### src/rtl/button_debouncer_if.sv
// ============================================================================
// Module      : button_debouncer_if
// Description : Button bundle between the raw devboard buttons, the
//               debouncer and the core's MMIO input port.
//               BUTTON_DEBOUNCER_PRESS_LATCH_EN adds clearLatch/pressLatched.
// Revision    : 1.0 - initial release
// ============================================================================
`default_nettype none

interface button_debouncer_if #(
   parameter int NUM_INPUTS = 4
);
   logic [NUM_INPUTS-1:0] rawButton;
   logic [NUM_INPUTS-1:0] debounced;
   logic [NUM_INPUTS-1:0] pressPulse;
   logic [NUM_INPUTS-1:0] releasePulse;
`ifdef BUTTON_DEBOUNCER_PRESS_LATCH_EN
   logic [NUM_INPUTS-1:0] clearLatch;
   logic [NUM_INPUTS-1:0] pressLatched;

   // Side that drives the raw buttons and consumes the clean levels
   modport master (
      output rawButton, clearLatch,
      input  debounced, pressPulse, releasePulse, pressLatched
   );

   // Debouncer side
   modport slave (
      input  rawButton, clearLatch,
      output debounced, pressPulse, releasePulse, pressLatched
   );
`else
   // Side that drives the raw buttons and consumes the clean levels
   modport master (
      output rawButton,
      input  debounced, pressPulse, releasePulse
   );

   // Debouncer side
   modport slave (
      input  rawButton,
      output debounced, pressPulse, releasePulse
   );
`endif
endinterface

`default_nettype wire

### src/rtl/button_debouncer.sv
// ============================================================================
// Module      : button_debouncer
// Description : Per-channel two-flop synchroniser, stability-counter
//               debouncer and registered press/release pulse generator.
//               Optional macro BUTTON_DEBOUNCER_PRESS_LATCH_EN adds a
//               sticky press latch cleared by clearLatch.
// Revision    : 1.0 - initial release
// ============================================================================
`default_nettype none

module button_debouncer #(
   parameter int NUM_INPUTS      = 4,
   parameter int DEBOUNCE_CYCLES = 500000,
   parameter int COUNTER_WIDTH   = $clog2(DEBOUNCE_CYCLES)
) (
   input  wire logic          clock,
   input  wire logic          notReset,
   button_debouncer_if.slave  bus
);

   typedef enum logic [0:0] {
      STABLE = 1'b0,
      VERIFY = 1'b1
   } state_t;

   // Terminal count: the level has agreed for DEBOUNCE_CYCLES cycles
   localparam logic [COUNTER_WIDTH-1:0] CNT_MAX = COUNTER_WIDTH'(DEBOUNCE_CYCLES - 1);

   logic [NUM_INPUTS-1:0]    sync1_q, sync2_q;
   state_t                   state_q [NUM_INPUTS];
   state_t                   state_d [NUM_INPUTS];
   logic [COUNTER_WIDTH-1:0] count_q [NUM_INPUTS];
   logic [COUNTER_WIDTH-1:0] count_d [NUM_INPUTS];
   logic [NUM_INPUTS-1:0]    debounced_q, debounced_d;
   logic [NUM_INPUTS-1:0]    press_q, press_d;
   logic [NUM_INPUTS-1:0]    release_q, release_d;

   // Two-flop synchroniser for the asynchronous raw buttons
   always_ff @(posedge clock or negedge notReset) begin
      if (!notReset) begin
         sync1_q <= '0;
         sync2_q <= '0;
      end else begin
         sync1_q <= bus.rawButton;
         sync2_q <= sync1_q;
      end
   end

   // Per-channel debounce FSM: next state, counter, level and pulses
   always_comb begin
      state_d     = state_q;
      count_d     = count_q;
      debounced_d = debounced_q;
      press_d     = '0;
      release_d   = '0;
      for (int i = 0; i < NUM_INPUTS; i++) begin
         case (state_q[i])
            STABLE: begin
               count_d[i] = '0;
               if (sync2_q[i] != debounced_q[i]) begin
                  count_d[i] = COUNTER_WIDTH'(1);
                  state_d[i] = VERIFY;
               end
            end
            VERIFY: begin
               if (sync2_q[i] == debounced_q[i]) begin
                  // Bounced back before acceptance: drop all progress
                  count_d[i] = '0;
                  state_d[i] = STABLE;
               end else if (count_q[i] == CNT_MAX) begin
                  debounced_d[i] = sync2_q[i];
                  press_d[i]     = sync2_q[i];
                  release_d[i]   = ~sync2_q[i];
                  count_d[i]     = '0;
                  state_d[i]     = STABLE;
               end else begin
                  count_d[i] = count_q[i] + 1'b1;
               end
            end
            default: begin
               count_d[i] = '0;
               state_d[i] = STABLE;
            end
         endcase
      end
   end

   // FSM state, counters, debounced level and pulse registers
   always_ff @(posedge clock or negedge notReset) begin
      if (!notReset) begin
         for (int i = 0; i < NUM_INPUTS; i++) begin
            state_q[i] <= STABLE;
            count_q[i] <= '0;
         end
         debounced_q <= '0;
         press_q     <= '0;
         release_q   <= '0;
      end else begin
         state_q     <= state_d;
         count_q     <= count_d;
         debounced_q <= debounced_d;
         press_q     <= press_d;
         release_q   <= release_d;
      end
   end

   assign bus.debounced    = debounced_q;
   assign bus.pressPulse   = press_q;
   assign bus.releasePulse = release_q;

`ifdef BUTTON_DEBOUNCER_PRESS_LATCH_EN
   logic [NUM_INPUTS-1:0] latch_q, latch_d;

   // Sticky press flag; a press in the same cycle as a clear wins
   always_comb begin
      latch_d = press_q | (latch_q & ~bus.clearLatch);
   end

   // Press latch register
   always_ff @(posedge clock or negedge notReset) begin
      if (!notReset) begin
         latch_q <= '0;
      end else begin
         latch_q <= latch_d;
      end
   end

   assign bus.pressLatched = latch_q;
`endif

endmodule

`default_nettype wire

### src/flat_wrapper.sv
// flat-port wrapper written by rule: the top's interface ports become plain ports
module button_debouncer_flat 
#(
   parameter int NUM_INPUTS      = 4,
   parameter int DEBOUNCE_CYCLES = 500000,
   parameter int COUNTER_WIDTH   = $clog2(DEBOUNCE_CYCLES)
)
  (clock, notReset, bus_rawButton, bus_debounced, bus_pressPulse, bus_releasePulse);
  button_debouncer_if #(.NUM_INPUTS(NUM_INPUTS)) bus_i ();
  input  wire logic clock;
  input  wire logic notReset;
  input wire logic [$bits(bus_i.rawButton)-1:0] bus_rawButton;
  output wire logic [$bits(bus_i.debounced)-1:0] bus_debounced;
  output wire logic [$bits(bus_i.pressPulse)-1:0] bus_pressPulse;
  output wire logic [$bits(bus_i.releasePulse)-1:0] bus_releasePulse;
  assign bus_i.rawButton = bus_rawButton;
  assign bus_debounced = bus_i.debounced;
  assign bus_pressPulse = bus_i.pressPulse;
  assign bus_releasePulse = bus_i.releasePulse;
  button_debouncer #(.NUM_INPUTS(NUM_INPUTS), .DEBOUNCE_CYCLES(DEBOUNCE_CYCLES), .COUNTER_WIDTH(COUNTER_WIDTH)) u_core (.clock(clock), .notReset(notReset), .bus(bus_i));
endmodule
### config.mk
export PLATFORM = sky130hd
export DESIGN_NAME = button_debouncer_flat
export DESIGN_NICKNAME = d
export VERILOG_FILES = /design/src/rtl/button_debouncer_if.sv /design/src/rtl/button_debouncer.sv /design/src/flat_wrapper.sv
export SDC_FILE = /design/constraint.sdc
export NUM_CORES = 1
export LEC_CHECK = 0
export CAP_MARGIN = 10
export CELL_PAD_IN_SITES_DETAIL_PLACEMENT = 1
export CELL_PAD_IN_SITES_GLOBAL_PLACEMENT = 1
export CORE_UTILIZATION = 48
export DETAILED_ROUTE_END_ITERATION = 8
export GPL_TIMING_DRIVEN = 0
export PLACE_DENSITY = 0.78
export SLEW_MARGIN = 5
export SYNTH_ARGS = -nofsm -noshare
export SYNTH_HDL_FRONTEND = slang
export SYNTH_SLANG_ARGS = --single-unit
### constraint.sdc
create_clock -name clock -period 2.5 [get_ports clock]
set_input_delay 0.5 -clock clock [delete_from_list [all_inputs] [get_ports clock]]
set_output_delay 0.5 -clock clock [all_outputs]
set_load 0.005 [all_outputs]
; ---- Yosys cells after proc, flatten, opt, wreduce, memory -nomap -nowiden
; Cells that the tools add are included.
; W data, S select, Z words.
[totals]
out_inout_bits = 12
ramBits = 0
regBits = 100
input_bits = 6
latchBits = 0
word_cells = 104
romBits = 0
memories = 0
[op_classes]
n_reduce_logical = 4
n_div = 0
n_shift = 0
eq_ne = 12
bitwise_logic = 12
multipliers = 0
n_addsub = 4
magnitude_cmp = 0
muxes = 56
[op_table]
columns = op, n
row1 = $mux W19, 8
row2 = $pmux W19 S2, 4
row3 = $add A19 B1 Y19 const B, 4
row4 = $eq A19 B19 Y1 const B, 4
row5 = $mux W1, 40
row6 = $not A1 Y1, 12
row7 = $reduce_and A3 Y1, 4
row8 = $pmux W1 S2, 4
row9 = $eq A1 B1 Y1, 4
row10 = $ne A1 B1 Y1, 4

; ---- Depth between registers and ports, before layout
[logic_depth]
ltp_word = 4
mapped_depth = 7
ltp_nobuf = 5

; ---- Worst setup path after synthesis
; OpenSTA, ideal clock, no wires.
[synth_timing]
path_kind = register to register
from = reg u_core.count_q[19] in the netlist's numbering
to = reg u_core.debounced_q[2], in the netlist u_core.bus.debounced[2]
setup_ns = 0.125
synth_period_minus_slack_ns = 1.814
path_stages_with_launch = 7
path_buffers = 1
setup_slack_ns = 0.686
t_required_ns = 2.375
arrival_time_ns = 1.689
path_cell_list = dfrtp_1 -> ha_1 -> and4_1 -> clkbuf_1 -> nand3_1 -> nor3_1 -> mux2_2
[synth_via]
elab_chain_len = 2
[synth_lines]
columns = item, line
row1 = "start, declared", button_debouncer.sv:32  ; logic [COUNTER_WIDTH-1:0] count_q [NUM_INPUTS];
row2 = "start signal, assigned", button_debouncer.sv:100  ; count_q <= count_d;
row3 = $eq A19 B19 Y1, button_debouncer.sv:70  ; end else if (count_q[i] == CNT_MAX) begin
row4 = $reduce_and A3 Y1 (no line), --
row5 = "end signal, assigned", button_debouncer.sv:101  ; debounced_q <= debounced_d;
row6 = "end, declared", button_debouncer.sv:34  ; logic [NUM_INPUTS-1:0] debounced_q, debounced_d;
; Every way passes these cells.
; A chain may end at the register's enable or synchronous reset.

==> run_results.csv <==
group,metric,value,unit
run_status,outcome,"completed",
logic_synthesis,synthAdderAreaFrac,1.07,%
routing,ant_nets,0,
placement,dp_cells,595,
timing,finalSetupTns,0,ns
cells_and_area,antenna-diode-count,0,
critical_path,endpoint_kind,"register",
timing,setup_violations,0,
global_route,grtUsageMet2,35.1,%
logic_synthesis,synth_top_area_share,53.6,%
clock_network,post_cts_buffers,0,
critical_path,r2r-start,"u_core.count_q[0]",
timing,hold_violations,0,
job,drv_cap,0,
critical_path,crit_path_start,"u_core.count_q[0]",
clock_network,cts_tree,"yes",
worst_hold_path,min_path_type,"primary input to async pin",
cells_and_area,final_cells,610,
timing,fmax,457,MHz
timing,fin_skew,0.00522,ns
logic_synthesis,synth_edf_count,0,
global_route,grt.total_usage,21.6,%
critical_path,arrival,2.44,ns
logic_synthesis,syn_avg_cell_area,10.4,um^2
cells_and_area,final_layout_size_suffix_gt1_share,8.94,%
clock_network,clk_latency,0.35,ns
logic_synthesis,synth_top_family_by_area,"simple AND/OR/NAND/NOR gates",
logic_synthesis,syn-cell-area,0.00467,mm^2
cells_and_area,multiInputGateArea,0.00206,mm^2
die,start_util,50.0,%
global_route,use_met1,29.4,%
logic_synthesis,synthTopCellsByCount,"100 x dfrtp_1, 57 x nor2_1, 33 x nand3_1",
critical_path,cp.required,2.75,ns
clock_network,cts-htree-levels,3,
clock_network,clock_sinks,100,
timing,fin_crit_sh,87.6,%
timing,worst_pin_slew,0.605,ns
clock_network,holdBufCountCts,0,
routing,num_vias,3464,
power,p_per_area,548,mW/mm^2
placement,dp_hpwl,6860,um
routing,viasPerCell,5.68,
die,die_h,101,um
logic_synthesis,ys_seq_elements,100,
logic_synthesis,synthTopCellsByArea,"dfrtp_1 54%, xnor2_1 5.6%, xor2_1 4.7%, nor2_1 4.6%, nand3_1 3.5%",
cells_and_area,area_growth,11.7,%
global_route,grt_overflow,0,
logic_synthesis,synth_compound_area_share,6.46,%
cells_and_area,fillers,1057,
routing,drt_wl_total,9840,um
routing,drtIter0Drc,77,
power,ir_drop,290,uV
critical_path,start_kind,"register",
logic_synthesis,ys_seq_area_share,53.6,%
global_route,first_global_vias,3594,
timing,rsz0062_at_grt,"false",
critical_path,critPathKind,"register to register",
global_route,grt_antenna_before_repair,0,
die,rows,35,
logic_synthesis,synth_mux_area_share,0.724,%
routing,firstDrtPassIters,4,
logic_synthesis,synth-simple-area-share,25.6,%
clock_network,clk_pin_slew_worst_paths,0.09,ns
placement,gp_congestion,0.821,
routing,avgRoutedWirePerCell,16.1,um
clock_network,clk_path_buf_depth,2,
clock_network,cts_buffers,9,
placement,port_buffers,17,
timing,whs,0.0699,ns
global_route,grt_start_max_net_pins,71,
cells_and_area,regArea,0.00250,mm^2
clock_network,cts-root-buf,"clkbuf_8",
logic_synthesis,synth_most_common_cell,"dfrtp_1",
clock_network,cts_resized,0,
die,die_width,101,um
logic_synthesis,ys_async_sr_fraction,100,%
logic_synthesis,synthDistinctLibCells,42,
power,p_leak,2.00,nW
cells_and_area,nets,487,
global_route,grt.busiest_layer,"met2",
die,io-pin-count,18,
timing,timing.final.max_slew_violations,0,
timing,fin_crit,2.19,ns
logic_synthesis,syn_inst,448,
global_route,grt_use_met3,4.58,%
logic_synthesis,synth_ff_type,"dfrtp_1",
die,die_area,0.0101,mm^2
timing,slew_headroom,59.3,%
logic_synthesis,synth-xor-area-share,10.3,%
logic_synthesis,syn_nets,458,
die,core_area,0.00933,mm^2
logic_synthesis,yosys_warnings,0,
logic_synthesis,synth_top_area_cell,"dfrtp_1",
routing,drc,0,
global_route,grt_pass1_wl,17200,um
critical_path,crit_fanout,10,
==> registers in the layout, summed over array words and instances (netlist names) <==
register                 flops
u_core.count_q              76
u_core.bus.releasePulse      4
u_core.sync2_q               4
u_core.sync1_q               4
u_core.bus.debounced         4
u_core.state_q               4
u_core.bus.pressPulse        4
==> path summary, 6_finish.rpt <==
check | end | slack, ns | cells past startpoint
worst min register to register | u_core.sync2_q[0] | 0.35 | 0
max in group asynchronous | u_core.bus.debounced[1] | 1.73 | 2
min in group clock | u_core.sync2_q[0] | 0.35 | 0
worst min-delay path | u_core.count_q[64] | 0.07 | 1
worst max-delay path | u_core.count_q[7] | 0.31 | 6
worst max register to register | u_core.count_q[7] | 0.31 | 6
==> routing by layer <==
metal / routed length, um / vias to the layer above / share of wire (%)
met1: 4770 / 1766 / 48
met4: 86 / 0 / 0.87
met3: 174 / 6 / 1.8
li1: - / 1669 / -
met2: 4810 / 23 / 49
met5: 0 / - / 0
==> stage by stage <==
step / area [um^2] / worst slack [ns] / power (W) / util [%]
finish: 5210 / 0.310 / 0.00286 / 55.9
global placement: 5000 / -2.79 / 0.00186 / 53.6
detailed placement: 5020 / 0.337 / 0.00187 / 53.8
CTS: 5210 / 0.267 / 0.00290 / 55.9
global route: 5210 / 0.131 / 0.00298 / 55.9
floorplan: 4670 / 0.686 / 0.00179 / -
==> layout by cell type (no fill, tap or decap), drive strengths merged <==
cell type      instances
nor4                  21
nand2b                 5
buf                    9
o41ai                  2
o21bai                 4
or4                    6
inv                    9
and2                   5
bufinv                 1
clkdlybuf4s50         16
or3                   12
nand3                 33
mux2                   3
or3b                   2
o21ai                 13
nor2                  57
nor2b                  2
and4bb                 1
xor2                  25
or2                    6
nor4b                  3
clkinv                 1
ha                     4
and4                   8
o31ai                  7
clkbuf                16
or4b                   1
nor3                   9
nand4                 24
nand3b                 1
and3                   1
xnor2                 30
dfrtp                100
a21oi                 17
nand2                 21
o22ai                  4
clkinvlp               2
==> worst max-delay path: stages, from the launching register on <==
cell and delay, ns:
dfrtp_1 0.44, ha_1 0.28, and4_1 0.29, nand4_1 0.26, o21bai_2 0.49, buf_4 0.27
nor2_1 0.06
==> where the power goes <==
| part | internal (W) | leakage [nW] | total, W | switching (W) |
|---|---|---|---|---|
| registers | 0.00165 | 1.36 | 0.00169 | 0.0000363 |
| logic | 0.0000502 | 0.550 | 0.000154 | 0.000104 |
| clock network | 0.000484 | 0.0914 | 0.00102 | 0.000536 |
==> kinds of logic after synthesis <==
group | Yosys count
XOR/XNOR | 55
buffers and inverters | 21
AND/OR/NAND/NOR | 218
AO/OA/AOI/OAI | 47
flip-flops | 100
adder cells (fa/ha/maj) | 4
multiplexers | 3
==> layout make-up <==
| class | instances | area share, % |
|---|---|---|
| tap | 129 | 3.10 |
| inverter | 9 | 0.648 |
| clock inverter | 4 | 0.960 |
| buffer | 12 | 1.30 |
| timing repair buffer | 18 | 3.74 |
| multi-input combinational | 327 | 39.5 |
| clock buffer | 11 | 2.71 |
| sequential | 100 | 48.0 |
Note: power is estimated with default switching activity, not from simulation.
